[src/rtl/fetch_unit_pkg.sv]
// fetch_unit_pkg
//   Shared definitions for the fetch stage.
//   - RESET_PC_DEFAULT / NOP_INSN_DEFAULT : default parameter values
//   - fetch_state_e                       : fetch FSM states (BOOT, RUN)
//   - fetch_entry_t                       : one buffered {pc, insn} pair
//   - word_align()                        : clears the byte-offset bits of an address
package fetch_unit_pkg;

  localparam logic [31:0] RESET_PC_DEFAULT = 32'h0100_0000;
  localparam logic [31:0] NOP_INSN_DEFAULT = 32'h0000_0013;  // addi x0,x0,0

  typedef enum logic {
    ST_BOOT = 1'b0,
    ST_RUN  = 1'b1
  } fetch_state_e;

  typedef struct packed {
    logic [31:0] pc;
    logic [31:0] insn;
  } fetch_entry_t;

  function automatic logic [31:0] word_align(input logic [31:0] addr);
    return addr & 32'hFFFF_FFFC;
  endfunction

endpackage

[src/rtl/fetch_unit_fifo.sv]
// fetch_unit_fifo
//   DEPTH-entry FIFO of {pc, insn} pairs that decouples instruction memory
//   responses from decode backpressure.
//   Ports:
//     clk, rst        : clock, asynchronous active-low reset
//     push, push_entry: write one entry at the tail
//     pop             : discard the head entry
//     flush           : empty the FIFO; wins over push and pop
//     count           : number of valid entries
//     head            : head entry (only meaningful when count != 0)
module fetch_unit_fifo
  import fetch_unit_pkg::*;
#(
  parameter int DEPTH = 2,
  parameter int CNT_W = $clog2(DEPTH + 1)
) (
  input  logic               clk,
  input  logic               rst,
  input  logic               push,
  input  fetch_entry_t       push_entry,
  input  logic               pop,
  input  logic               flush,
  output logic [CNT_W-1:0]   count,
  output fetch_entry_t       head
);

  localparam int PTR_W = $clog2(DEPTH);

  fetch_entry_t           entry_mem [DEPTH];
  logic [PTR_W-1:0]       rd_ptr_reg;
  logic [PTR_W-1:0]       wr_ptr_reg;
  logic [CNT_W-1:0]       count_reg;

  // DEPTH is a power of two, so the pointers wrap by natural overflow.
  always_ff @(posedge clk or negedge rst) begin
    if (!rst) begin
      rd_ptr_reg <= '0;
      wr_ptr_reg <= '0;
      count_reg  <= '0;
    end else if (flush) begin
      rd_ptr_reg <= '0;
      wr_ptr_reg <= '0;
      count_reg  <= '0;
    end else begin
      if (push) wr_ptr_reg <= wr_ptr_reg + 1'b1;
      if (pop)  rd_ptr_reg <= rd_ptr_reg + 1'b1;
      count_reg <= count_reg + CNT_W'(push) - CNT_W'(pop);
    end
  end

  // Storage needs no reset: entries are only observed while count != 0.
  always_ff @(posedge clk) begin
    if (push && !flush) entry_mem[wr_ptr_reg] <= push_entry;
  end

  assign count = count_reg;
  assign head  = entry_mem[rd_ptr_reg];

endmodule

[src/rtl/fetch_unit.sv]
// fetch_unit
//   Front-end fetch stage: walks a PC from RESET_PC, issues reads to a
//   1-cycle-latency instruction memory, buffers responses for decode and
//   restarts on redirect, dropping wrong-path responses.
//   Ports:
//     clk, rst                   : clock, asynchronous active-low reset
//     imem_req_o, imem_addr_o    : memory read request / word address
//     imem_rdata_i               : read data, valid the cycle after a request
//     redirect_i, redirect_pc_i  : flush and restart fetch at a new target
//     valid_o, ready_i           : handshake towards decode
//     pc_o, insn_o               : head instruction and its pc
module fetch_unit
  import fetch_unit_pkg::*;
#(
  parameter logic [31:0] RESET_PC = RESET_PC_DEFAULT,
  parameter int          DEPTH    = 2,
  parameter logic [31:0] NOP_INSN = NOP_INSN_DEFAULT
) (
  input  logic        clk,
  input  logic        rst,
  output logic        imem_req_o,
  output logic [31:0] imem_addr_o,
  input  logic [31:0] imem_rdata_i,
  input  logic        redirect_i,
  input  logic [31:0] redirect_pc_i,
  output logic        valid_o,
  input  logic        ready_i,
  output logic [31:0] pc_o,
  output logic [31:0] insn_o
);

  localparam int CNT_W = $clog2(DEPTH + 1);

  fetch_state_e     state_reg;
  logic [31:0]      pc_reg;        // next address to fetch
  logic [31:0]      resp_pc_reg;   // pc of the request currently in flight
  logic [31:0]      pc_hold_reg;   // last head pc shown, held while empty
  logic             inflight_reg;
  logic             kill_reg;

  logic [CNT_W-1:0] fifo_count;
  fetch_entry_t     fifo_head;
  fetch_entry_t     push_entry;
  logic [CNT_W:0]   occupancy;
  logic             run;
  logic             pop;
  logic             push;
  logic             issue;

  assign run       = (state_reg == ST_RUN);
  assign valid_o   = (fifo_count != '0);
  assign pop       = valid_o && ready_i;

  // Counting the in-flight request as occupied guarantees its response has
  // a slot; a same-cycle pop frees one, which keeps 1 insn/cycle at DEPTH=2.
  assign occupancy = {1'b0, fifo_count} + {{CNT_W{1'b0}}, inflight_reg};
  assign issue     = run && !redirect_i &&
                     ((occupancy < (CNT_W+1)'(DEPTH)) || pop);

  // A response is wrong-path if a redirect is happening now or just happened.
  assign push       = inflight_reg && !kill_reg && !redirect_i;
  assign push_entry = '{pc: resp_pc_reg, insn: imem_rdata_i};

  assign imem_req_o  = issue;
  assign imem_addr_o = run ? pc_reg : '0;
  assign pc_o        = valid_o ? fifo_head.pc   : pc_hold_reg;
  assign insn_o      = valid_o ? fifo_head.insn : NOP_INSN;

  always_ff @(posedge clk or negedge rst) begin
    if (!rst) begin
      state_reg    <= ST_BOOT;
      pc_reg       <= RESET_PC;
      resp_pc_reg  <= '0;
      pc_hold_reg  <= '0;
      inflight_reg <= 1'b0;
      kill_reg     <= 1'b0;
    end else begin
      case (state_reg)
        ST_BOOT: state_reg <= ST_RUN;
        default: state_reg <= ST_RUN;
      endcase
      if (redirect_i) begin
        pc_reg <= word_align(redirect_pc_i);
      end else if (issue) begin
        pc_reg <= pc_reg + 32'd4;
      end
      if (issue) resp_pc_reg <= pc_reg;
      if (valid_o) pc_hold_reg <= fifo_head.pc;
      inflight_reg <= issue;
      kill_reg     <= redirect_i && inflight_reg;
    end
  end

  fetch_unit_fifo #(
    .DEPTH (DEPTH),
    .CNT_W (CNT_W)
  ) u_fifo (
    .clk        (clk),
    .rst        (rst),
    .push       (push),
    .push_entry (push_entry),
    .pop        (pop),
    .flush      (redirect_i),
    .count      (fifo_count),
    .head       (fifo_head)
  );

endmodule

[config.mk]
export PLATFORM = sky130hd
export DESIGN_NAME = fetch_unit
export DESIGN_NICKNAME = d
export VERILOG_FILES = /design/src/rtl/fetch_unit_pkg.sv /design/src/rtl/fetch_unit_fifo.sv /design/src/rtl/fetch_unit.sv
export SDC_FILE = /design/constraint.sdc
export NUM_CORES = 1
export LEC_CHECK = 0
export CAP_MARGIN = 40
export CORE_MARGIN = 10
export CORE_UTILIZATION = 53
export CTS_CLUSTER_SIZE = 12
export DETAILED_ROUTE_END_ITERATION = 8
export DONT_BUFFER_PORTS = 1
export GPL_TIMING_DRIVEN = 0
export HOLD_SLACK_MARGIN = 0.12
export PLACE_DENSITY_LB_ADDON = 0.08
export SETUP_SLACK_MARGIN = 0.3
export SLEW_MARGIN = 30
export SYNTH_ARGS = -nofsm -noshare
export SYNTH_HDL_FRONTEND = slang
export SYNTH_SLANG_ARGS = --single-unit
export TNS_END_PERCENT = 5
[constraint.sdc]
create_clock -name clk -period 7.2 [get_ports clk]
set_input_delay 1.08 -clock clk [delete_from_list [all_inputs] [get_ports clk]]
set_output_delay 1.08 -clock clk [all_outputs]
set_load 0.01 [all_outputs]
# After elaboration in Yosys (flattened, before gate mapping)
# Memory sizes are Yosys's and may differ from the RTL's.
# Index checks and enable logic that the tools add are counted.
[op_classes]
n_reduce_logical = 14
n_addsub = 6
magnitude_cmp = 1
muxes = 12
[ops]
columns = ["op", "count"]
rows = [
  ["$mux W32", 5],
  ["$add A32 B3 Y32 const B", 1],
  ["$reduce_bool A2 Y1", 4],
  ["$logic_and A1 B1 Y1", 7],
  ["$mux W1", 6],
  ["$add A2 B1 Y3", 1],
  ["$lt A3 B2 Y1 const B", 1],
  ["$add A1 B1 Y1 const B", 2],
  ["$add A2 B1 Y2", 1],
  ["$logic_not A1 Y1", 2],
  ["$mux W2", 1],
  ["$sub A2 B1 Y2", 1],
  ["$logic_or A1 B1 Y1", 1],
]
[totals]
ram_bits = 128
memories = 1
out_inout_bits = 98
elab_cells = 43
ff_bits = 103
[mem_list]
columns = ["memory", "depth", "width", "read_ports", "rd_ports_with_merged_regs", "write_ports", "line_no", "source"]
rows = [
  ["u_fifo.entry_mem", 2, 64, 1, 0, 1, "fetch_unit_fifo.sv:29", "fetch_entry_t entry_mem [DEPTH];"],
]

# Logic depth before layout (Yosys ltp)
[depth]
ltp_word = 6
depth_mapped = 9

# Hierarchy
# Synthesis repeated with hierarchy kept, for this count alone.
[hier_totals]
hier_cells = 682
hier_area_um2 = 9619.2
[by_module_without_submodules]
columns = ["module", "cells_each", "seq_area_each_um2", "instances", "area_per_inst_um2"]
rows = [
  ["fetch_unit_fifo", 216, 3943.8, 1, 5031.1],
  ["fetch_unit", 466, 2378.5, 1, 4588.2],
]

# Least setup slack after synthesis
# Ideal clock, no wire load.
[synth_timing]
kind = "input to register"
startpoint = "input port redirect_i"
endpoint = "memory u_fifo.entry_mem[0][0] in the netlist's numbering, enable pin"
t_required_ps = 6710
setup_ps = 490
stages = 3
arrival_time_ps = 4077
slack_ps = 2633
path_cell_list = "inv_1 -> and2_1 -> nor2b_1"
[synth_between]
elab_chain_len = 5
[synth_lines]
columns = ["element", "line_no", "source"]
rows = [
  ["start, declared", "fetch_unit.sv:24", "input logic redirect_i,"],
  ["$logic_not A1 Y1 (*)", "fetch_unit_fifo.sv:53, fetch_unit.sv:61", ""],
  ["$logic_and A1 B1 Y1", "fetch_unit.sv:61", "assign push = inflight_reg && !kill_reg && !redirect_i;"],
  ["$logic_and A1 B1 Y1 (*)", "fetch_unit_fifo.sv:53", "if (push && !flush) entry_mem[wr_ptr_reg] <= push_entry;"],
  ["$mux W1 (*)", "fetch_unit_fifo.sv:53", ""],
  ["$mux W1 (implied by the code) (*)", "fetch_unit_fifo.sv:53", ""],
  ["end, declared", "fetch_unit_fifo.sv:29", ""],
]
# Mark *: on every way between the ends. The rest lies on a longest branch, timed or not.

# Worst setup path after layout
[layout_timing]
startpoint = "register u_fifo.rd_ptr_reg"
endpoint = "output port pc_o[29]"
[layout_between]
elab_chain_len = 2
[layout_lines]
columns = ["element", "line_no", "source"]
rows = [
  ["start, declared", "fetch_unit_fifo.sv:30", "logic [PTR_W-1:0] rd_ptr_reg;"],
  ["start signal, assigned", "fetch_unit_fifo.sv:46", "if (pop) rd_ptr_reg <= rd_ptr_reg + 1'b1;"],
  ["$mem_v2 Z2 W64", "-", ""],
  ["$mux W32", "-", ""],
  ["end, declared", "fetch_unit.sv:28", "output logic [31:0] pc_o,"],
]
# Every way passes these cells.

==> reports/results.txt <==
Max Cap Violations: 0
DRT antenna net count: 0
final setup fails: 0
area of the core: 17100 µm²
Vias: 5399
H-Tree Depth: 1
Worst-path clk slew: 60 ps
GP Congestion: 0.862
first drt pass iteration count: 5
buffers added on ports: 0
Distinct cells, synth: 53
Die W: 152 µm
net switching power: 0.00104 W
global-route track usage on met1: 0.212
Die Area: 23000 µm²
fin crit period: 3700 ps
clk_lat worst skew: 490 ps
Resized cells post-CTS: 0
commonest cells after routing, fill and taps aside: edfxtp_1, dfrtp_1, mux2i_1
Power Dens Cells: 334 nW/µm²
endpoints failing hold: 0
Post-synth ARST share: 0.444
met2 usage: 0.290
leading cell type in the layout, fill and taps excluded: edfxtp_1
clock sink total: 223
outcome: finished clean
Mapped Cells: 682
Sum Neg Setup Slack: 0 ps
post-synthesis sequential area ratio: 0.676
global route total overflow: 0
RSZ-0062 raised after global routing: no
Die Ht: 152 µm
Leakage Power: 3.69 nW
total number of yosys warnings: 0
Post-Synth XOR/XNOR Area: 0.0105
Initial Utilization: 0.536
hold_buf cts: 0
number of flops mapped to enable cells by yosys: 124
Slew Viols, Final: 0
CTS buffer count: 23
worst hold path class: in -> async
CTS Buffer Depth: 3
share of cells above drive strength 1: 0.110
Setup WS pre-CTS: 3590 ps
Final period util: 0.514
mapped cell area: 9170 µm²
CTS tree: yes
met3 Use GR: 0.0740
reg2reg start: u_fifo.count[1]$_DFF_PN0_
main combinational cell family by area after synthesis: simple AND/OR/NAND/NOR gates
proportion of synthesized area in mux cells: 0.102
per-cell routed wire length: 21.4 µm
Worst IR Drop VDD: 0.201 mV
hpwl dp: 14900 µm
Crit Path Class: reg -> out
sequential cell fraction of total power: 0.483
CP Capture Type: primary output
Seq cells post-synth: 223
Site Rows: 48
adder-cell share of the synthesized area: 0.00409
worst setup margin: 3500 ps
DR vias/cell: 5.66
Net Sw Frac: 0.305
fmax: 270 MHz
reg2reg path depth: 9
Overall Global Routing Usage: 0.176
part of the power in combinational logic: 0.215
DRC errors left: 0
Worst R2R Setup Slack: 4670 ps
Filler cells: 1386
max FFs per register: 124
vias in the first global route: 5605
Pint: 0.00238 W
Compound-Gate Fraction of Synth Area: 0.0682
Critical Path Fanout Max: 10
largest net degree at the start of global routing: 100
crit start category: flip-flop
initial DRC count: 243
# diodes: 0
number of setup buffers added after CTS: 0
Ports: 166
clock power share: 0.302
syn avg cell area: 13.4 µm²
Worst Path Required: 6120 ps
final wirelength: 20400 µm
RR Endpoint: u_fifo.count[1]$_DFF_PN0_
first-pass GRT wire length: 31600 µm
top_reg_cell synth: edfxtp_1
Final Skew: 15.4 ps
Simple-Gate Fraction of Synth Area: 0.114
worst slew pin tran: 845 ps
CTS root buffer: clkbuf_16
CP arrival: 2620 ps
Layout Nets: 784
Area growth, synth to finish: 11.6%
initial antenna violation count: 0
max_slew headroom: 0.436
GR peak layer: met2
-- synth_stat cells, types with 2 or more instances --
master | instances | share of area
nand2_1 | 58 | 0.024
xor2_1 | 8 | 0.0076
and4_1 | 3 | 0.0029
nand3_1 | 11 | 0.0060
or4_1 | 12 | 0.0098
nor2b_1 | 6 | 0.0041
or2_2 | 2 | 0.0014
nand4_1 | 7 | 0.0048
edfxtp_1 | 124 | 0.41
mux2i_1 | 63 | 0.069
clkbuf_1 | 26 | 0.011
nor2_1 | 49 | 0.020
buf_2 | 4 | 0.0022
ha_1 | 3 | 0.0041
buf_1 | 3 | 0.0012
o211ai_1 | 6 | 0.0049
mux2_2 | 27 | 0.033
o31ai_1 | 10 | 0.0082
o21ai_1 | 3 | 0.0016
a31oi_1 | 14 | 0.0095
dfrtp_1 | 98 | 0.27
o2111ai_1 | 2 | 0.0019
and2_1 | 36 | 0.025
o21ai_0 | 50 | 0.027
inv_1 | 9 | 0.0037
conb_1 | 2 | 0.00082
buf_4 | 3 | 0.0025
o311ai_0 | 7 | 0.0067
and3_1 | 7 | 0.0048
xnor2_1 | 3 | 0.0029
or3_1 | 4 | 0.0027
-- metrics by stage --
step | hold slack, ps | total power, W | instance area, µm² | util | std cells
finish | 298 | 0.00342 | 10200 | 0.598 | 954
global route | 273 | 0.00362 | 10200 | 0.598 | 954
CTS | 266 | 0.00347 | 10200 | 0.598 | 953
detailed placement | 458 | 0.00243 | 9580 | 0.560 | 912
global placement | 446 | 0.00240 | 9460 | 0.553 | 908
floorplan | 436 | 0.00221 | 9180 | - | 683
-- power by group through the flow --
stage                     Combinational [W]  Sequential (W)  Clock [W]
after floorplan                    0.000565         0.00164          0
after global placement             0.000726         0.00167          0
after detailed placement           0.000751         0.00168          0
after CTS                          0.000754         0.00166    0.00106
after global routing               0.000825         0.00168    0.00112
final                              0.000735         0.00165    0.00103
-- worst max-delay path: stages (launching register included) --
cell	delay, ps
dfrtp_1	320
clkbuf_1	480
clkbuf_1	700
mux2i_1	160
o21ai_0	450
-- worst max-delay path by stage --
stage	from	endpoint	slack (ps)	depth (start not counted)
6_report	u_fifo.rd_ptr_reg$_DFFE_PN0P_	pc_o[29]	3500	4
3_3_place_gp	redirect_i	u_fifo.entry_mem[0][6]$_DFFE_PP_	1060	3
3_5_place_dp	ready_i	imem_req_o	3590	4
4_1_cts	u_fifo.rd_ptr_reg$_DFFE_PN0P_	pc_o[10]	3380	4
2_1_floorplan	redirect_i	u_fifo.entry_mem[0][0]$_DFFE_PP_	2630	3
5_1_grt	u_fifo.rd_ptr_reg$_DFFE_PN0P_	pc_o[16]	3260	4
-- final cells by class --
cell class	instances	area, µm²	area share
tap	225	282	0.0275
multi-input combinational	411	2770	0.270
buffer	40	186	0.0182
timing repair buffer	5	121	0.0119
sequential	223	6200	0.606
clock inverter	4	21.3	0.00208
inverter	9	33.8	0.00330
clock buffer	37	628	0.0613
-- per-layer routing --
layer  wire (µm)  up-vias
met5           0        -
met4         202        0
met3        2370       20
met2        9740      171
met1        8110     2648
li1            -     2560
-- cells by family (layout without fill, tap and decap cells) --
group | count (synthesis) | count (layout)
other | 2 | 3
multiplexers | 90 | 90
flip-flops | 223 | 223
adder cells (fa/ha/maj) | 3 | 3
AND/OR/NAND/NOR | 204 | 204
AO/OA/AOI/OAI | 100 | 100
XOR/XNOR | 11 | 11
buffers and inverters | 49 | 95
No activity file was read; power rests on OpenSTA's default activity.
